[config.mk]
export PLATFORM = sky130hd
export DESIGN_NAME = dp_mem_burst_master_flat
export DESIGN_NICKNAME = d
export VERILOG_FILES = /design/src/rtl/dp_mem_burst_master_pkg.sv /design/src/rtl/dp_mem_burst_master_if.sv /design/src/rtl/dp_mem_burst_master_rd_fifo.sv /design/src/rtl/dp_mem_burst_master.sv /design/src/flat_wrapper.sv
export SDC_FILE = /design/constraint.sdc
export NUM_CORES = 1
export LEC_CHECK = 0
export ABC_AREA = 1
export CAP_MARGIN = 15
export CORE_UTILIZATION = 43
export DETAILED_ROUTE_END_ITERATION = 12
export PLACE_DENSITY = 0.88
export SETUP_SLACK_MARGIN = 0.3
export SLEW_MARGIN = 25
export SYNTH_ARGS = -nofsm -noshare
export SYNTH_HDL_FRONTEND = slang
export SYNTH_SLANG_ARGS = --single-unit
[constraint.sdc]
create_clock -name clk -period 3 [get_ports clk]
set_clock_uncertainty 0.15 [all_clocks]
set_input_delay 0.6 -clock clk [delete_from_list [all_inputs] [get_ports clk]]
set_output_delay 0.6 -clock clk [all_outputs]
set_load 0.05 [all_outputs]
[src/rtl/dp_mem_burst_master_pkg.sv]
// Shared definitions for the dp_mem burst initiator: default widths, FSM states
// and a small state classification helper.
package dp_mem_burst_master_pkg;

    localparam int unsigned AW_DEF     = 10;
    localparam int unsigned DW_DEF     = 16;
    localparam int unsigned LW_DEF     = AW_DEF + 1;
    localparam int unsigned RDEPTH_DEF = 2;

    typedef enum logic [2:0] {
        ST_IDLE,
        ST_WRITE,
        ST_READ,
        ST_DRAIN,
        ST_DONE
    } state_t;

    function automatic logic is_active(input state_t s);
        return (s == ST_WRITE) || (s == ST_READ) || (s == ST_DRAIN);
    endfunction

endpackage

[src/rtl/dp_mem_burst_master_if.sv]
// Host command/data channels plus the dp_mem port, bundled for the burst master.
// master: the burst master's view; slave: the host/memory side.
interface dp_mem_burst_master_if
    import dp_mem_burst_master_pkg::*;
#(
    parameter int unsigned AW = AW_DEF,
    parameter int unsigned DW = DW_DEF,
    parameter int unsigned LW = LW_DEF
);
    logic          cmd_valid;
    logic          cmd_ready;
    logic          cmd_write;
    logic [AW-1:0] cmd_addr;
    logic [LW-1:0] cmd_len;
    logic          wd_valid;
    logic          wd_ready;
    logic [DW-1:0] wd_data;
    logic          rd_valid;
    logic          rd_ready;
    logic [DW-1:0] rd_data;
    logic          rd_last;
    logic          busy;
    logic          done;
    logic          mem_rd_en;
    logic          mem_wr_en;
    logic [AW-1:0] mem_addr;
    logic [DW-1:0] mem_wdata;
    logic [DW-1:0] mem_rdata;

    modport master (
        input  cmd_valid, cmd_write, cmd_addr, cmd_len,
        input  wd_valid, wd_data,
        input  rd_ready,
        input  mem_rdata,
        output cmd_ready, wd_ready,
        output rd_valid, rd_data, rd_last,
        output busy, done,
        output mem_rd_en, mem_wr_en, mem_addr, mem_wdata
    );

    modport slave (
        output cmd_valid, cmd_write, cmd_addr, cmd_len,
        output wd_valid, wd_data,
        output rd_ready,
        output mem_rdata,
        input  cmd_ready, wd_ready,
        input  rd_valid, rd_data, rd_last,
        input  busy, done,
        input  mem_rd_en, mem_wr_en, mem_addr, mem_wdata
    );

endinterface

[src/rtl/dp_mem_burst_master_rd_fifo.sv]
// Small synchronous FIFO holding read words with a per-entry end-of-burst flag.
// Head is visible combinationally; push and pop may happen in the same cycle.
module dp_mem_burst_master_rd_fifo #(
    parameter int unsigned DEPTH = 2,
    parameter int unsigned DW    = 16
) (
    input  logic                       clk,
    input  logic                       reset,
    input  logic                       push,
    input  logic [DW-1:0]              push_data,
    input  logic                       push_last,
    input  logic                       pop,
    output logic [$clog2(DEPTH+1)-1:0] count,
    output logic [DW-1:0]              head_data,
    output logic                       head_last
);
    localparam int unsigned PW = (DEPTH > 1) ? $clog2(DEPTH) : 1;
    localparam int unsigned CW = $clog2(DEPTH + 1);

    logic [DW-1:0]    data_q [DEPTH];
    logic [DEPTH-1:0] last_q;
    logic [PW-1:0]    wr_ptr;
    logic [PW-1:0]    rd_ptr;
    logic             do_push;
    logic             do_pop;

    function automatic logic [PW-1:0] ptr_inc(input logic [PW-1:0] p);
        return (p == PW'(DEPTH - 1)) ? '0 : p + 1'b1;
    endfunction

    assign do_pop  = pop && (count != '0);
    assign do_push = push && ((count != CW'(DEPTH)) || do_pop);

    always_ff @(posedge clk) begin
        if (do_push) begin
            data_q[wr_ptr] <= push_data;
        end
    end

    always_ff @(posedge clk) begin
        if (!reset) begin
            wr_ptr <= '0;
            rd_ptr <= '0;
            count  <= '0;
            last_q <= '0;
        end else begin
            if (do_push) begin
                wr_ptr         <= ptr_inc(wr_ptr);
                last_q[wr_ptr] <= push_last;
            end
            if (do_pop) begin
                rd_ptr <= ptr_inc(rd_ptr);
            end
            case ({do_push, do_pop})
                2'b10:   count <= count + 1'b1;
                2'b01:   count <= count - 1'b1;
                default: count <= count;
            endcase
        end
    end

    assign head_data = data_q[rd_ptr];
    assign head_last = last_q[rd_ptr];

endmodule

[src/rtl/dp_mem_burst_master.sv]
// Burst initiator for a dp_mem port: streams host write data into memory, or
// streams memory reads back to the host through a credit-limited FIFO.
module dp_mem_burst_master
    import dp_mem_burst_master_pkg::*;
#(
    parameter int unsigned AW     = AW_DEF,
    parameter int unsigned DW     = DW_DEF,
    parameter int unsigned LW     = LW_DEF,
    parameter int unsigned RDEPTH = RDEPTH_DEF
) (
    input logic                   clk,
    input logic                   reset,
    dp_mem_burst_master_if.master bus
);
    localparam int unsigned CW = $clog2(RDEPTH + 1);

    state_t        state;
    state_t        state_next;
    logic [AW-1:0] addr;
    logic [LW-1:0] remaining;
    logic          inflight;
    logic          inflight_last;
    logic          wr_beat;
    logic          rd_issue;
    logic          pop;
    logic          rd_avail;
    logic [CW-1:0] fifo_count;
    logic [CW:0]   occupancy;
    logic [DW-1:0] head_data;
    logic          head_last;

    assign rd_avail = (fifo_count != '0);
    assign pop      = rd_avail && bus.rd_ready;

    // A word leaving the FIFO this cycle frees its slot for this cycle's issue,
    // which is what sustains one word per cycle with only two entries.
    assign occupancy = (CW+1)'(fifo_count) + (CW+1)'(inflight) - (CW+1)'(pop);

    always_ff @(posedge clk) begin
        if (!reset) begin
            state <= ST_IDLE;
        end else begin
            state <= state_next;
        end
    end

    always_comb begin
        state_next = state;
        wr_beat    = 1'b0;
        rd_issue   = 1'b0;
        unique case (state)
            ST_IDLE: begin
                if (bus.cmd_valid) begin
                    if (bus.cmd_len == '0) begin
                        state_next = ST_DONE;
                    end else if (bus.cmd_write) begin
                        state_next = ST_WRITE;
                    end else begin
                        state_next = ST_READ;
                    end
                end
            end
            ST_WRITE: begin
                wr_beat = bus.wd_valid;
                if (wr_beat && (remaining == LW'(1))) begin
                    state_next = ST_DONE;
                end
            end
            ST_READ: begin
                rd_issue = (remaining != '0) && (occupancy < (CW+1)'(RDEPTH));
                if (rd_issue && (remaining == LW'(1))) begin
                    state_next = ST_DRAIN;
                end
            end
            ST_DRAIN: begin
                if (pop && head_last) begin
                    state_next = ST_DONE;
                end
            end
            ST_DONE: begin
                state_next = ST_IDLE;
            end
            default: begin
                state_next = ST_IDLE;
            end
        endcase
    end

    always_ff @(posedge clk) begin
        if (!reset) begin
            addr          <= '0;
            remaining     <= '0;
            inflight      <= 1'b0;
            inflight_last <= 1'b0;
        end else begin
            inflight      <= rd_issue;
            inflight_last <= rd_issue && (remaining == LW'(1));
            if ((state == ST_IDLE) && bus.cmd_valid) begin
                addr      <= bus.cmd_addr;
                remaining <= bus.cmd_len;
            end else if (wr_beat || rd_issue) begin
                addr      <= addr + 1'b1;
                remaining <= remaining - 1'b1;
            end
        end
    end

    dp_mem_burst_master_rd_fifo #(
        .DEPTH (RDEPTH),
        .DW    (DW)
    ) u_rd_fifo (
        .clk       (clk),
        .reset     (reset),
        .push      (inflight),
        .push_data (bus.mem_rdata),
        .push_last (inflight_last),
        .pop       (pop),
        .count     (fifo_count),
        .head_data (head_data),
        .head_last (head_last)
    );

    assign bus.cmd_ready = (state == ST_IDLE);
    assign bus.wd_ready  = (state == ST_WRITE);
    assign bus.mem_wr_en = wr_beat;
    assign bus.mem_rd_en = rd_issue;
    assign bus.mem_addr  = addr;
    assign bus.mem_wdata = (state == ST_WRITE) ? bus.wd_data : '0;
    assign bus.rd_valid  = rd_avail;
    assign bus.rd_data   = rd_avail ? head_data : '0;
    assign bus.rd_last   = rd_avail && head_last;
    assign bus.busy      = is_active(state);
    assign bus.done      = (state == ST_DONE);

endmodule

[src/flat_wrapper.sv]
// flat-port wrapper written by rule: the top's interface ports become plain ports
module dp_mem_burst_master_flat import dp_mem_burst_master_pkg::*;
#(
    parameter int unsigned AW     = AW_DEF,
    parameter int unsigned DW     = DW_DEF,
    parameter int unsigned LW     = LW_DEF,
    parameter int unsigned RDEPTH = RDEPTH_DEF
)
  (clk, reset, bus_cmd_valid, bus_cmd_write, bus_cmd_addr, bus_cmd_len, bus_wd_valid, bus_wd_data, bus_rd_ready, bus_mem_rdata, bus_cmd_ready, bus_wd_ready, bus_rd_valid, bus_rd_data, bus_rd_last, bus_busy, bus_done, bus_mem_rd_en, bus_mem_wr_en, bus_mem_addr, bus_mem_wdata);
  dp_mem_burst_master_if #(.AW(AW), .DW(DW), .LW(LW)) bus_i ();
  input logic clk;
  input logic reset;
  input wire logic [$bits(bus_i.cmd_valid)-1:0] bus_cmd_valid;
  input wire logic [$bits(bus_i.cmd_write)-1:0] bus_cmd_write;
  input wire logic [$bits(bus_i.cmd_addr)-1:0] bus_cmd_addr;
  input wire logic [$bits(bus_i.cmd_len)-1:0] bus_cmd_len;
  input wire logic [$bits(bus_i.wd_valid)-1:0] bus_wd_valid;
  input wire logic [$bits(bus_i.wd_data)-1:0] bus_wd_data;
  input wire logic [$bits(bus_i.rd_ready)-1:0] bus_rd_ready;
  input wire logic [$bits(bus_i.mem_rdata)-1:0] bus_mem_rdata;
  output wire logic [$bits(bus_i.cmd_ready)-1:0] bus_cmd_ready;
  output wire logic [$bits(bus_i.wd_ready)-1:0] bus_wd_ready;
  output wire logic [$bits(bus_i.rd_valid)-1:0] bus_rd_valid;
  output wire logic [$bits(bus_i.rd_data)-1:0] bus_rd_data;
  output wire logic [$bits(bus_i.rd_last)-1:0] bus_rd_last;
  output wire logic [$bits(bus_i.busy)-1:0] bus_busy;
  output wire logic [$bits(bus_i.done)-1:0] bus_done;
  output wire logic [$bits(bus_i.mem_rd_en)-1:0] bus_mem_rd_en;
  output wire logic [$bits(bus_i.mem_wr_en)-1:0] bus_mem_wr_en;
  output wire logic [$bits(bus_i.mem_addr)-1:0] bus_mem_addr;
  output wire logic [$bits(bus_i.mem_wdata)-1:0] bus_mem_wdata;
  assign bus_i.cmd_valid = bus_cmd_valid;
  assign bus_i.cmd_write = bus_cmd_write;
  assign bus_i.cmd_addr = bus_cmd_addr;
  assign bus_i.cmd_len = bus_cmd_len;
  assign bus_i.wd_valid = bus_wd_valid;
  assign bus_i.wd_data = bus_wd_data;
  assign bus_i.rd_ready = bus_rd_ready;
  assign bus_i.mem_rdata = bus_mem_rdata;
  assign bus_cmd_ready = bus_i.cmd_ready;
  assign bus_wd_ready = bus_i.wd_ready;
  assign bus_rd_valid = bus_i.rd_valid;
  assign bus_rd_data = bus_i.rd_data;
  assign bus_rd_last = bus_i.rd_last;
  assign bus_busy = bus_i.busy;
  assign bus_done = bus_i.done;
  assign bus_mem_rd_en = bus_i.mem_rd_en;
  assign bus_mem_wr_en = bus_i.mem_wr_en;
  assign bus_mem_addr = bus_i.mem_addr;
  assign bus_mem_wdata = bus_i.mem_wdata;
  dp_mem_burst_master #(.AW(AW), .DW(DW), .LW(LW), .RDEPTH(RDEPTH)) u_core (.clk(clk), .reset(reset), .bus(bus_i));
endmodule
# Word level (Yosys, flattened, before mapping)
# Memories as Yosys holds them, arrays and structs flattened. A register that Yosys moved wholly into a read port is not among the register bits.
# Index checks and enable logic that the tools add are counted.
[totals]
reg_bits = 32
ram_bits = 32
inputBits = 59
out_inout_bits = 50
elab_cells = 83
n_memories = 1
[mem_list]
columns = ["name", "words", "width", "rd", "rd_ports_with_merged_regs", "write_ports", "line_no", "text"]
rows = [
  ["u_core.u_rd_fifo.data_q", 2, 16, 1, 1, 1, "dp_mem_burst_master_rd_fifo.sv:20", "logic [DW-1:0] data_q [DEPTH];"],
]
[classes]
add_sub_neg = 8
magnitude_cmp = 4
eq_ne = 12
n_mux = 27
n_reduce_logical = 22
[ops]
columns = ["operator", "count"]
rows = [
  ["$mux 16", 2],
  ["$mux 11", 2],
  ["$mux 10", 2],
  ["$mux 3", 5],
  ["$pmux 3 s4", 1],
  ["$eq 11x1->1 const B", 1],
  ["$logic_and 1x1->1", 11],
  ["$logic_not 11->1", 1],
  ["$mux 1", 11],
  ["$reduce_bool 11->1", 1],
  ["$sub 11x1->11 const B", 1],
  ["$add 10x1->10 const B", 1],
  ["$eq 3x2->1 const B", 2],
  ["$ne 2x1->1 const B", 3],
  ["$reduce_bool 2->1", 3],
  ["$logic_or 1x1->1", 4],
  ["$lt 1x2->1 const B", 2],
  ["$ne 2x2->1 const B", 2],
  ["$pmux 2 s2", 1],
  ["$reduce_and 4->1", 1],
  ["$add 2x1->3", 1],
  ["$eq 3x1->1 const B", 1],
  ["$eq 3x3->1 const B", 1],
  ["$logic_not 3->1", 1],
  ["11 further kinds", 12],
]

# Depth between registers and ports, before layout
[depth]
depth_word = 9
depth_mapped = 14
depth_no_buf = 13

# Cells and area by module
# From an unflattened synthesis, not the netlist that was laid out.
[unflattened]
cells_unflattened = 474
area_unflattened_um2 = 3634.7
[modules_own_cells]
columns = ["mod", "instances", "cells_each", "area_each_um2"]
rows = [
  ["dp_mem_burst_master", 1, 376, 2089.5],
  ["dp_mem_burst_master_rd_fifo", 1, 98, 1545.2],
]

# Worst setup path after synthesis
# Ideal clock, no wire load.
[synth_timing]
path_type = "input to output"
start = "in bus_rd_ready"
end = "out bus_mem_rd_en"
t_arrival_ps = 2761
setup_slack_ps = -511
cell_stages = 10
n_path_buf = 1
cell_sequence = "inv_1 > nor2_2 > ha_1 > or2_2 > fa_1 > o21ai_1 > a21oi_1 > nand3_2 > buf_4 > inv_1"
[synth_via]
elab_chain_len = 5
[synth_rtl]
columns = ["item", "line_no", "text"]
rows = [
  ["from (decl)", "flat_wrapper.sv:19", "input wire logic [$bits(bus_i.rd_ready)-1:0] bus_rd_ready;"],
  ["$logic_and 1x1->1", "dp_mem_burst_master.sv:33", "assign pop = rd_avail && bus.rd_ready;"],
  ["$sub 3x1->3", "dp_mem_burst_master.sv:37", "assign occupancy = (CW+1)'(fifo_count) + (CW+1)'(inflight) - (CW+1)'(pop);"],
  ["$lt 3x2->1", "dp_mem_burst_master.sv:70", "rd_issue = (remaining != '0) && (occupancy < (CW+1)'(RDEPTH));"],
  ["$logic_and 1x1->1", "dp_mem_burst_master.sv:70", ""],
  ["$mux 1", "dp_mem_burst_master.sv:51", "unique case (state)"],
  ["to (decl)", "flat_wrapper.sv:28", "output wire logic [$bits(bus_i.mem_rd_en)-1:0] bus_mem_rd_en;"],
]
# Every way passes these cells.

# Worst setup path after layout
# Ends and elaborated chain as after synthesis.

==> qor.csv <==
stage,metric,value,unit
floorplan,ios,109,
hold_path,hold_end,u_core.u_rd_fifo.last_q[1],
global_routing,first_global_vias,3469,
layout,drive_above_1_share,0.169,
route,drc,0,
placement,io_buffers,108,
synthesis,synth.largest_area_cell,edfxtp_1,
layout,nNetsFinal,660,
clock_tree,hold_buffers,0,
synthesis,avgSynthCellArea,7.49,µm²
timing,relSlewSlack,0.661,
placement,post-place-cells,680,
route,wl,9.30,mm
run_status,violations,negative setup slack,
worst_setup_path,reg2reg_depth,12,
floorplan,dieArea,8600,µm²
synthesis,syn_area,3540,µm²
route,routed_via_density,5.00,
placement,place_hpwl,6.61,mm
global_routing,antenna_found_initial,0,
synthesis,synth_warnings,0,
hold_path,worst_hold_startpoint,u_core.inflight_last,
clock_tree,cts_tree,built,
floorplan,core,7850,µm²
run_status,outcome,"complete, but fails checks",
worst_setup_path,crit_start,bus_rd_ready,
layout,fin_area,5080,µm²
synthesis,synth_edf_count,32,
worst_setup_path,cpMaxStageDelayCell,fa_1,
clock_tree,numClockSinks,65,
synthesis,synthDistinctLibCells,32,
floorplan,rows,32,
flow_run,maxCapViolations,0,
route,first_iter_violations,101,
timing,fin_ws,-213,ps
route,detail-route-antenna-nets,0,
placement,dp_slack,-664,ps
timing,finalMaxSlewViolations,0,
global_routing,grt_pass1_wl,15.3,mm
synthesis,synth.most_common_cell,nand2_1,
synthesis,synth_top_area_frac,0.271,
global_routing,grt_max_degree,37,
clock_tree,cts_made_buffers,9,
worst_setup_path,cp_num_buf_inv,5,
clock_tree,clock_latency,340,ps
floorplan,die_y,92.7,µm
synthesis,syn_inst,473,
clock_tree,clk_pin_slew_worst_paths,80,ps
clock_tree,clockBufferDepth,2,
pwr,p_leak,2.28,nW
clock_tree,cts_root_buffer,clkbuf_8,
synthesis,synthTopCellsByCount,"nand2_1 (114), nor2_1 (67), inv_1 (64), a21oi_1 (41), dfxtp_1 (33)",
timing,worst_hold_slack,331,ps
timing,fmax,0.311,GHz
timing,period_share,1.07,
placement,gp_congestion,0.935,
worst_setup_path,cp-end-kind,output port,
floorplan,die_x,92.7,µm
worst_setup_path,cp_cell_sequence,buf_6 -> buf_6 -> inv_12 -> nor2_4 -> ha_4 -> or2_4 -> fa_1 -> o21ai_1 -> a21oi_2 -> nand3_2 -> clkinvlp_4 -> buf_12,
timing,rsz0062_at_grt,true,
hold_path,min_path_cells,2,
global_routing,grt.total_usage,0.223,
pwr,power_density,980,nW/µm²
layout,postLayoutCoreUtil,0.647,
pwr,max-vdd-ir-drop,0.648,mV
pwr,p_total,4.97,mW
worst_setup_path,arrival,2460,ps
clock_tree,htree_levels,3,
floorplan,start_util,0.451,
synthesis,async_flop_share,0,
synthesis,syn_nets,539,
worst_setup_path,crit_top_cell,buf_6,
worst_setup_path,cp_slowest_stage_delay,500,ps
synthesis,ys_seq_area_frac,0.458,
hold_path,hold_path.class,register to register,
global_routing,globalRouteOverflowTotal,0,
route,avgRoutedWirePerCell,13.3,µm
worst_setup_path,critPathLaunchType,input pin,
route,dr.pass1.iters,5,
layout,diodes,0,
timing,fin_setup_tns,-213,ps
timing,setup_viol,1,
timing,hold_viol_final,0,
timing,worstMarginPinSlew,508,ps
worst_setup_path,critical_path_class,input pin to output port,
synthesis,ys_ff_latch,65,
placement,postPlaceCellArea,4800,µm²
synthesis,synth_ff_type,dfxtp_1,
worst_setup_path,cp.required,2250,ps
worst_setup_path,r2r_end,u_core.remaining[2],
synthesis,synth_area_leaders,"edfxtp_1 (27%), dfxtp_1 (19%), nand2_1 (12%)",
worst_setup_path,r2r_slack,290,ps
worst_setup_path,cp_max_fo,2,
route,num_vias,3503,
worst_setup_path,r2r-start,u_core.u_rd_fifo.count[0],
worst_setup_path,critical_path.top_delay_family,adder cells,
layout,area_growth,43.4,%
timing,period_needed,3210,ps
layout,final_cells,701,
==> logic make-up after synthesis <==
logic type      synth area share
fa+ha+maj                 0.0269
xor+xnor                 0.00742
compound gates             0.120
flops                      0.458
simple gates               0.292
buf+inv                   0.0954
==> flip-flops by register name, summed over array words and instances, names as in the netlist, named ones only <==
signal	count
u_core.u_rd_fifo.count	2
u_core.inflight_last	1
u_core.remaining	11
u_core.inflight	1
u_core.u_rd_fifo.wr_ptr	1
u_core.u_rd_fifo.last_q	2
u_core.u_rd_fifo.rd_ptr	1
u_core.bus.mem_addr	10
u_core.state	3
u_core.u_rd_fifo.data_q	32
==> worst min-delay path, cell delays in order (launching register included) <==
cell and delay, ps:
dfxtp_1 320, nand2_1 70, a21oi_1 60
==> what timing repair did <==
item | 4_1_cts | 5_1_grt
gates resized for setup | 30 | 17
setup buffers | 1 | 3
setup endpoints to repair | 45 | 54
pin swaps | 5 | 1
hold endpoints to repair | 0 | 0
cloned | 1 | 0
==> per-layer routing <==
layer / routed length, µm / vias to the layer above / global-route usage
met2: 4810 / 116 / 0.407
met4: 215 / 0 / 0.0923
met5: 0 / - / 0
met3: 455 / 26 / 0.0353
li1: - / 1764 / -
met1: 3820 / 1597 / 0.258
==> report_power, final <==
| group | internal [mW] | total, mW | switching (mW) | leakage, nW |
|---|---|---|---|---|
| registers | 1.13 | 1.32 | 0.190 | 0.561 |
| logic | 0.952 | 2.88 | 1.93 | 1.62 |
| clock network | 0.398 | 0.774 | 0.377 | 0.0988 |
| total | 2.48 | 4.97 | 2.49 | 2.28 |
==> how the worst max path moves through the flow <==
stage / to / cells after the start
6_report: bus_mem_rd_en / 12
5_1_grt: bus_mem_rd_en / 12
3_3_place_gp: bus_mem_rd_en / 12
3_5_place_dp: bus_mem_rd_en / 12
2_1_floorplan: bus_mem_rd_en / 10
4_1_cts: bus_mem_rd_en / 12
==> placed cells by master (no fill, tap or decap), types with 2 or more instances in the layout <==
cell type and n:
dlygate4sd2_1 10, a21oi_2 4, inv_6 3, clkdlybuf4s50_1 69
nand3_4 2, nand2_2 2, clkinvlp_4 5, inv_1 60
clkbuf_8 9, o21ai_1 4, buf_6 2, nand3_1 21
nor2_2 14, clkbuf_2 4, o21ai_0 22, buf_4 30
a21oi_1 38, nor2_4 4, clkdlybuf4s15_1 4, edfxtp_1 32
buf_12 3, dfxtp_1 31, nand4_1 9, inv_2 2
o21bai_1 11, xnor2_1 3, dlymetal6s2s_1 2, nor2_1 57
ha_1 5, inv_4 2, or2_2 5, nor3_1 3
nand2_1 114
==> area by class of cell <==
| cell class | instances | area, µm² |
|---|---|---|
| Sequential cell | 65 | 1630 |
| Tap cell | 102 | 128 |
| Clock buffer | 9 | 124 |
| Inverter | 68 | 284 |
| Clock inverter | 7 | 82.6 |
| Fill cell | 655 | 2770 |
| Multi-Input combinational cell | 326 | 1660 |
| Timing Repair Buffer | 124 | 1170 |
No activity file was read; power rests on OpenSTA's default activity.
